--- config.mk ---
export PLATFORM = sky130hd
export DESIGN_NAME = operand_fetch
export DESIGN_NICKNAME = d
export VERILOG_FILES = /design/src/rtl/operand_fetch_pkg.sv /design/src/rtl/operand_select.sv /design/src/rtl/operand_fetch.sv
export SDC_FILE = /design/constraint.sdc
export NUM_CORES = 1
export LEC_CHECK = 0
export ABC_CLOCK_PERIOD_IN_PS = 2500
export BUFFER_PORTS_ARGS = -buffer_cell sky130_fd_sc_hd__buf_2
export CAP_MARGIN = 10
export CORE_AREA = 2 2 451 453
export DETAILED_ROUTE_END_ITERATION = 10
export DIE_AREA = 0 0 453 455
export GPL_TIMING_DRIVEN = 0
export PLACE_DENSITY = 0.3
export REMOVE_ABC_BUFFERS = 1
export SLEW_MARGIN = 20
export SYNTH_ARGS = -nofsm -noshare
export SYNTH_HDL_FRONTEND = slang
export SYNTH_SLANG_ARGS = --single-unit
--- constraint.sdc ---
create_clock -name clk -period 2.5 [get_ports clk]
set_input_delay 0.25 -clock clk [delete_from_list [all_inputs] [get_ports clk]]
set_output_delay 0.25 -clock clk [all_outputs]
set_load 0.005 [all_outputs]
--- src/rtl/operand_fetch_pkg.sv ---
// Shared widths, the hardwired-zero register index and the operand-entry layout
// for the operand fetch stage.
package operand_fetch_pkg;
  localparam int OF_DATA_W = 32;
  localparam int OF_ADDR_W = 5;
  localparam logic [OF_ADDR_W-1:0] ZERO_REG = '0;

  typedef struct packed {
    logic [OF_ADDR_W-1:0] rs1;
    logic [OF_ADDR_W-1:0] rs2;
    logic [OF_ADDR_W-1:0] rd;
    logic [OF_DATA_W-1:0] op_a;
    logic [OF_DATA_W-1:0] op_b;
  } op_entry_t;
endpackage

--- src/rtl/operand_select.sv ---
// Resolves one operand: register read (load=1) or held value (load=0),
// then write-back bypass (OPERAND_FETCH_BYPASS_EN) and the hardwired-zero override.
module operand_select
  import operand_fetch_pkg::*;
#(
  parameter int DATA_W      = OF_DATA_W,
  parameter int ADDR_W      = OF_ADDR_W,
  parameter int HARDWIRE_R0 = 1
) (
  input  logic [DATA_W*(2**ADDR_W)-1:0] regs_flat,
  input  logic [ADDR_W-1:0]             rs,
  input  logic                          load,
  input  logic [DATA_W-1:0]             hold,
  input  logic                          wb_en,
  input  logic [ADDR_W-1:0]             wb_dest,
  input  logic [DATA_W-1:0]             wb_value,
  output logic [DATA_W-1:0]             op
);
  logic [2**ADDR_W-1:0][DATA_W-1:0] regs;
  logic                             is_r0;
  logic                             hit;
  logic [DATA_W-1:0]                base;

  assign regs  = regs_flat;
  assign is_r0 = (HARDWIRE_R0 != 0) && (rs == ADDR_W'(ZERO_REG));
  assign base  = load ? regs[rs] : hold;

`ifdef OPERAND_FETCH_BYPASS_EN
  assign hit = wb_en && (wb_dest == rs);
`else
  logic unused_wb;
  assign unused_wb = ^{wb_en, wb_dest, wb_value};
  assign hit       = 1'b0;
`endif

  // Zero override wins over bypass so %g0 can never pick up write-back data.
  always_comb begin
    op = base;
    if (is_r0)    op = '0;
    else if (hit) op = wb_value;
  end
endmodule

--- src/rtl/operand_fetch.sv ---
// Operand fetch: 2-entry operand queue between decode and execute, with
// optional write-back coherence of queued operands (OPERAND_FETCH_BYPASS_EN).
module operand_fetch
  import operand_fetch_pkg::*;
#(
  parameter int DATA_W      = OF_DATA_W,
  parameter int ADDR_W      = OF_ADDR_W,
  parameter int HARDWIRE_R0 = 1
) (
  input  logic                          clk,
  input  logic                          reset,
  input  logic                          in_valid,
  output logic                          in_ready,
  input  logic [ADDR_W-1:0]             rs1,
  input  logic [ADDR_W-1:0]             rs2,
  input  logic [ADDR_W-1:0]             rd_in,
  input  logic [DATA_W*(2**ADDR_W)-1:0] regs_flat,
  input  logic                          wb_en,
  input  logic [ADDR_W-1:0]             wb_dest,
  input  logic [DATA_W-1:0]             wb_value,
  input  logic                          flush,
  output logic                          out_valid,
  input  logic                          out_ready,
  output logic [DATA_W-1:0]             op_a,
  output logic [DATA_W-1:0]             op_b,
  output logic [ADDR_W-1:0]             rd_out
);
  localparam int DEPTH = 2;

  typedef struct packed {
    logic [ADDR_W-1:0] rs1;
    logic [ADDR_W-1:0] rs2;
    logic [ADDR_W-1:0] rd;
    logic [DATA_W-1:0] op_a;
    logic [DATA_W-1:0] op_b;
  } entry_t;

  entry_t [DEPTH-1:0]             q;
  logic                           rd_ptr, wr_ptr;
  logic [1:0]                     count;
  logic                           push, pop;
  logic [DATA_W-1:0]              push_a, push_b;
  logic [DEPTH-1:0][DATA_W-1:0]   upd_a, upd_b;
  logic [DEPTH-1:0]               slot_vld;
  entry_t                         new_e;

  assign in_ready  = (count < 2'd2);
  assign out_valid = (count != 2'd0);
  assign push      = in_valid && in_ready && !flush;
  assign pop       = out_valid && out_ready && !flush;
  assign op_a      = q[rd_ptr].op_a;
  assign op_b      = q[rd_ptr].op_b;
  assign rd_out    = q[rd_ptr].rd;

  operand_select #(.DATA_W(DATA_W), .ADDR_W(ADDR_W), .HARDWIRE_R0(HARDWIRE_R0)) u_sel_a (
    .regs_flat(regs_flat), .rs(rs1), .load(1'b1), .hold('0),
    .wb_en(wb_en), .wb_dest(wb_dest), .wb_value(wb_value), .op(push_a));

  operand_select #(.DATA_W(DATA_W), .ADDR_W(ADDR_W), .HARDWIRE_R0(HARDWIRE_R0)) u_sel_b (
    .regs_flat(regs_flat), .rs(rs2), .load(1'b1), .hold('0),
    .wb_en(wb_en), .wb_dest(wb_dest), .wb_value(wb_value), .op(push_b));

  // Per-slot coherence: the same selector, fed with the stored value as its base.
  for (genvar i = 0; i < DEPTH; i++) begin : g_slot
    assign slot_vld[i] = (count == 2'd2) || ((count == 2'd1) && (rd_ptr == 1'(i)));

    operand_select #(.DATA_W(DATA_W), .ADDR_W(ADDR_W), .HARDWIRE_R0(HARDWIRE_R0)) u_upd_a (
      .regs_flat(regs_flat), .rs(q[i].rs1), .load(1'b0), .hold(q[i].op_a),
      .wb_en(wb_en), .wb_dest(wb_dest), .wb_value(wb_value), .op(upd_a[i]));

    operand_select #(.DATA_W(DATA_W), .ADDR_W(ADDR_W), .HARDWIRE_R0(HARDWIRE_R0)) u_upd_b (
      .regs_flat(regs_flat), .rs(q[i].rs2), .load(1'b0), .hold(q[i].op_b),
      .wb_en(wb_en), .wb_dest(wb_dest), .wb_value(wb_value), .op(upd_b[i]));
  end

  always_comb begin
    new_e      = '0;
    new_e.rs1  = rs1;
    new_e.rs2  = rs2;
    new_e.rd   = rd_in;
    new_e.op_a = push_a;
    new_e.op_b = push_b;
  end

  always_ff @(posedge clk or negedge reset) begin
    if (!reset) begin
      q      <= '0;
      rd_ptr <= 1'b0;
      wr_ptr <= 1'b0;
      count  <= 2'd0;
    end else if (flush) begin
      count  <= 2'd0;
      rd_ptr <= 1'b0;
      wr_ptr <= 1'b0;
    end else begin
      for (int i = 0; i < DEPTH; i++) begin
        if (push && (wr_ptr == 1'(i))) begin
          q[i] <= new_e;
        end else if (slot_vld[i]) begin
          q[i].op_a <= upd_a[i];
          q[i].op_b <= upd_b[i];
        end
      end
      if (push) wr_ptr <= wr_ptr + 1'b1;
      if (pop)  rd_ptr <= rd_ptr + 1'b1;
      case ({push, pop})
        2'b10:   count <= count + 2'd1;
        2'b01:   count <= count - 2'd1;
        default: count <= count;
      endcase
    end
  end
endmodule

# [Word-level counts from Yosys, hierarchy flattened]
# Index checks and enable logic that the tools add are counted.
[word_totals] out_inout_bits=71 reg_bits=162 wordCells=83
[classes] addsub=4 n_bitwise=3 n_eq_ne=4 reduce_logical=33 n_mux=22 n_lt_le_gt_ge=4
[ops] cell="32-bit binary-select mux with 5-bit select" count=2
[ops] cell="32-bit two-way mux" count=8
[ops] cell="64-bit two-way mux" count=4
[ops] cell="69-bit two-way mux" count=2
[ops] cell="5-bit logical NOT" count=6
[ops] cell="2-bit nonzero test" count=9
[ops] cell="5-bit by 6-bit less-than comparator with 1-bit output, second input constant" count=2
[ops] cell="3-bit AND reduction" count=4
[ops] cell="1-bit logical AND" count=8
[ops] cell="2-bit by 1-bit equality test with 1-bit output, second input constant" count=2
[ops] cell="2-bit equality test, second input constant" count=2
[ops] cell="1-bit two-way mux" count=4
[ops] cell="2-bit case mux with 2 select lines" count=1
[ops] cell="2-bit AND reduction" count=2
[ops] cell="1-bit NOT" count=3
[ops] cell="3-bit nonzero test" count=1
[ops] cell="1-bit adder, second input constant" count=2
[ops] cell="2-bit by 1-bit adder with 2-bit output, second input constant" count=1
[ops] cell="1-bit logical OR" count=2
[ops] cell="1-bit by 2-bit less-than comparator with 1-bit output, second input constant" count=1
[ops] cell="2-bit less-than comparator, second input constant" count=1
[ops] cell="2-bit two-way mux" count=1
[ops] cell="2-bit by 1-bit subtractor with 2-bit output, second input constant" count=1
[ops] cell="1-bit logical NOT" count=1

# [Depth between registers and ports, before layout]
[logic_depth] depth_word=6 ltp_mapped=9

# [Cells and area by module]
# Synthesis repeated with hierarchy kept, for this count alone.
[hier_totals] cells_unflattened=7625 area_unflattened_um2=62895.3
[modules_own_cells] mod="operand_select" cells_per_inst=1138 area_per_inst_um2=9127.5 instances=6 seq_area_each_um2=0.0
[modules_own_cells] mod="operand_fetch" cells_per_inst=797 area_per_inst_um2=8130.3 instances=1 seq_area_each_um2=4053.9

# [Worst setup path before layout]
# OpenSTA, ideal clock, no wires.
[synth_path] kind="input-to-reg" startpoint="input port rs1[0]" endpoint="register q[43] in the netlist's numbering" setup_slack_ns=0.609 cell_stages=7 setup_time_ns=0.130 arrival_time_ns=1.760 required_time_ns=2.370 cell_sequence="buf_6 -> buf_6 -> buf_2 -> mux4_2 -> a22o_1 -> o22ai_1 -> o21ai_1"
[synth_between] elab_chain_cells=4 word_cells_on_any_way=5 cone_classes="4 x mux; 1 x reduce/logical"
[synth_rtl] item="start: declaration" line_no="operand_fetch.sv:14" text="input logic [ADDR_W-1:0] rs1,"
[synth_rtl] item="32-bit binary-select mux with 5-bit select" line_no="operand_select.sv:26" text="assign base = load ? regs[rs] : hold;"
[synth_rtl] item="32-bit two-way mux (not written as such)" line_no="operand_select.sv:26"
[synth_rtl] item="32-bit two-way mux (*)" line_no="operand_select.sv:39" text="if (is_r0) op = '0;"
[synth_rtl] item="64-bit two-way mux (*)" line_no="operand_fetch.sv:97" text="if (push && (wr_ptr == 1'(i))) begin"
[synth_rtl] item="end signal: indexed assignment" line_no="operand_fetch.sv:98" text="q[i] <= new_e;"
[synth_rtl] item="end: declaration" line_no="operand_fetch.sv:38" text="entry_t [DEPTH-1:0] q;"
# Mark *: on every way between the ends. The rest lies on a longest branch, timed or not. The select of a mux whose other input is x is not followed.
# A chain may end at the register's enable or synchronous reset.

# [Worst setup path after layout]
[layout_path] startpoint="input port rs2[1]" endpoint="register q[1] in the netlist's numbering"
[layout_between] elab_chain_cells=4 word_cells_on_any_way=5 cone_classes="4 x mux; 1 x reduce/logical"
[layout_rtl] item="start: declaration" line_no="operand_fetch.sv:15" text="input logic [ADDR_W-1:0] rs2,"
[layout_rtl] item="32-bit binary-select mux with 5-bit select" line_no="operand_select.sv:26"
[layout_rtl] item="32-bit two-way mux (not written as such)" line_no="operand_select.sv:26"
[layout_rtl] item="32-bit two-way mux (*)" line_no="operand_select.sv:39"
[layout_rtl] item="64-bit two-way mux (*)" line_no="operand_fetch.sv:97"
# Marked as above.

==> Implementation_results.wiki <==
{| class="wikitable"
! Metric !! Value
|-
| Layout cells sized above 1 || between 50% and 60%
|-
| CTS Buf Count || 17
|-
| Combined global-route utilization of all metal layers || between 15 and 20%
|-
| Path category of the worst min-delay check || in -> reg
|-
| Post-route fraction of the period consumed by the critical path || between 90% and 100%
|-
| Maximum fanout count along the critical path || between 70 and 80
|-
| Number of warnings issued by yosys || 0
|-
| Die extent in y || 455 µm
|-
| Global-route wire length before repair || ~250000 µm
|-
| Routed len/inst || ~32 µm
|-
| Clock input transition at the sequential cells of the worst setup and hold paths || approximately 0.09 ns
|-
| Final TNS setup || 0 ns
|-
| # port buffers || between 1k and 1.5k
|-
| Hold path endpoint || q[150]
|-
| Distinct cell type count after synthesis || 46
|-
| Floorplan Core Area || between 200000 and 250000 µm²
|-
| Deepest clock path buffer count || 2
|-
| Post-synthesis instance area || ~24000 µm²
|-
| DIE WIDTH || around 450 µm
|-
| Row count || about 170
|-
| Proportion of register bits with asynchronous set or reset after synthesis || between 90% and 100%
|-
| Length in cells of the worst reg-to-reg path || 7
|-
| Main synth FF type || dfrtp_1
|-
| DP HPWL || 152000 µm
|-
| Max cap viols || 0
|-
| Layout Area Growth over Synthesis || 46.09%
|-
| Leak || ~0.015 µW
|-
| Max-Slew Margin vs Limit || ~39%
|-
| Overall power of the completed layout || 17800 µW
|-
| Endpoint kind of the worst setup timing path || flop
|-
| Crit-path slowest cell || a21oi_1
|-
| Unrepaired setup endpoints after global routing || false
|-
| EDFF count, synth || 0
|-
| Critical path class || in -> reg
|-
| Reg-to-reg startpoint || count[1]
|-
| Clock Skews || ~0.016 ns
|-
| Fmax || approximately 400 MHz
|-
| Slack of the worst reg-to-reg path || 0.14 ns
|-
| Total DRC errors in the routed layout || 0
|-
| Remaining global-route overflow || 0
|-
| H-tree levels || 4
|-
| Post-route antenna net violation count || 0
|-
| # setup viols final || 0
|-
| Worst Max-Slew Pin Slew || 0.9158 ns
|-
| Power per Cell Area || between 500 and 600 nW/µm²
|-
| Final Hold Viols || 0
|-
| Result of the run || finished, final reports clean
|-
| Worst path top cell family by delay || buffers and inverters
|-
| Total Die Area || 206100 µm²
|-
| Post-route core utilization || about 17%
|-
| Delay of the slowest cell on the worst path || about 0.58 ns
|-
| Final Max Tran Viols || 0
|-
| Cell at the root of the clock tree || clkbuf_16
|-
| Flops & latches, synth || roughly 160
|-
| WL final || slightly below 200000 µm
|-
| Via count of the first global-routing pass || around 28k
|-
| RD Place Congestion || ~0.83
|-
| Number of antenna violations at the first check in global routing || a little over 90
|-
| VDD IR-drop max || roughly 560 µV
|-
| Placed insts || slightly below 6k
|-
| Hold_sp || rs2[2]
|-
| Latest clock arrival within the worst-skew pair || 0.52 ns
|-
| Iteration-0 DRC Markers || between 2k and 2.5k
|-
| Per-instance average area after synthesis || about 10 µm²
|-
| Crit path buffers/inverters || 3
|-
| Clock Sinks || between 150 and 200
|-
| Library cell appearing most often on the critical path || buf_16
|-
| Number of vias per cell after detailed routing || 4.496
|-
| Sequential fraction of the synthesis area || roughly 17%
|-
| Initial Utilization || approximately an eighth
|-
| Net total in the final layout || approximately 4.4k
|-
| TritonCTS clock tree || built
|-
| Critical path required time || approximately 2.9 ns
|-
| Cell depth of the worst hold path || 3
|-
| Gate count of the mapped netlist || between 2k and 2.5k
|-
| Crit path cell chain || buf_12 -> buf_16 -> buf_16 -> mux2i_1 -> a22oi_1 -> a21oi_1 -> a211o_1 -> o31ai_1
|-
| Routed vias || 27.06k
|-
| Top-Level Pins || between 1k and 1.5k
|-
| Final critical delay including setup and external delays || 2.481 ns
|-
| Arrival time at the worst endpoint || 2.86 ns
|-
| 1st-pass router iterations || 7
|-
| End of the worst register-to-register path || q[16]
|-
| Finished Layout Cells || approximately 6.0k
|-
| Setup crit start kind || input pin
|-
| Maximum number of pins on one net before global-route repair || 76
|}
==> synth_stat cells (4+ instances only) <==
| cell | number | area share (%) |
|---|---|---|
| nor3_1 | 4 | 0.084 |
| a41o_1 | 5 | 0.21 |
| mux4_2 | 256 | 24 |
| o22ai_1 | 67 | 1.8 |
| o21ai_0 | 42 | 0.88 |
| buf_2 | 51 | 1.1 |
| o211ai_1 | 29 | 0.92 |
| a22oi_1 | 69 | 2.2 |
| clkbuf_1 | 111 | 1.8 |
| buf_6 | 33 | 1.6 |
| o2bb2ai_1 | 5 | 0.18 |
| a221oi_1 | 33 | 1.2 |
| a22o_1 | 115 | 4.2 |
| a21oi_1 | 65 | 1.4 |
| a2111oi_2 | 5 | 0.32 |
| mux2_2 | 170 | 8.1 |
| a211o_1 | 32 | 1.2 |
| mux2_1 | 43 | 2.0 |
| o2111ai_1 | 27 | 0.99 |
| buf_4 | 38 | 1.2 |
| nand2_1 | 311 | 4.9 |
| dfrtp_1 | 162 | 17 |
| nor2_1 | 14 | 0.22 |
| mux2i_1 | 401 | 17 |
| o31ai_1 | 64 | 2.0 |
| o21ai_1 | 86 | 1.8 |
| nor2b_1 | 6 | 0.16 |
| buf_1 | 21 | 0.33 |
==> cells in the final DEF, fill, tap and decap left out, types with 41 or more instances in the layout <==
master,synthesis,layout
a21oi_1,65,63
a22o_1,115,114
a22oi_1,69,69
buf_12,1,45
buf_2,51,1107
dfrtp_1,162,161
diode_2,0,41
mux2_1,43,43
mux2_2,170,170
mux2i_1,401,399
mux4_2,256,256
nand2_1,311,304
o21ai_1,86,88
o22ai_1,67,66
o31ai_1,64,64
==> what timing repair did <==
action,in CTS,in global routing
gates cloned,10,3
pin swaps,6,0
setup endpoints to repair,162,36
hold buffers,9,0
setup buffers,21,0
resized for setup,21,5
hold endpoints to repair,178,0
==> report_power, final <==
group,total [µW],switching [µW],internal (µW)
logic,10300,5690,4600
registers,4550,653,3900
clock network,2950,1530,1420
total,17800,7870,9930
==> layout make-up <==
| class | count | area [µm²] |
|---|---|---|
| fill | 22660 | 166600 |
| clock inverter | 14 | 158.9 |
| sequential | 162 | 4058 |
| timing repair buffer | 1232 | 8099 |
| multi-input combinational | 1877 | 18540 |
| tap | 2672 | 3343 |
| antenna | 41 | 102.6 |
| clock buffer | 18 | 429.2 |
| inverter | 3 | 11.26 |
==> per-layer routing <==
metal	global-route usage, %	vias up	part of all wire, %
li1	-	11350	-
met1	22.59	14230	41
met2	30.25	1225	49
met3	4.631	216	7.7
met4	3.203	36	1.9
met5	0	-	0.11
==> logic make-up after synthesis <==
group	Yosys count	share of synthesized area (%)
muxes	870	51.22
AOI/OAI and AO/OA	648	19.40
and+or+nand+nor	351	5.883
buffers and inverters	260	6.146
DFF	162	17.05
xor gates and xnor gates	4	0.1474
adders and majority gates	3	0.1579
==> registers in the layout (all words and copies together), names as in the netlist <==
| name | cells |
|---|---|
| wr_ptr | 1 |
| q | 158 |
| count | 2 |
| rd_ptr | 1 |
==> metrics by stage <==
step                      hold WS (ns)  instance area (µm²)  setup WS (ns)
final                           0.1101                34740        0.01944
after global routing           0.07057                34660        0.03265
after CTS                      0.03859                34530        0.01016
after detailed placement        0.1011                33220         -1.761
after global placement          0.4549                31250         -24.78
after floorplan               -0.04559                22330         -1.884
==> worst min-delay path, cell delays in order <==
cell and delay, ns:
buf_12 0.16, nand2_1 0.10, nand2_1 0.04
==> worst max-delay path by stage <==
stage / from / endpoint / slack [ns] / cells past startpoint
finish: rs2[1] / q[1] / 0.02 / 8
global route: rs2[1] / q[1] / 0.03 / 8
CTS: rs2[1] / q[14] / 0.01 / 9
detailed placement: rs1[2] / q[43] / -1.76 / 8
global placement: rs2[1] / q[30] / -24.78 / 4
floorplan: rs2[2] / q[1] / -1.88 / 5
No activity file was read; power rests on OpenSTA's default activity.
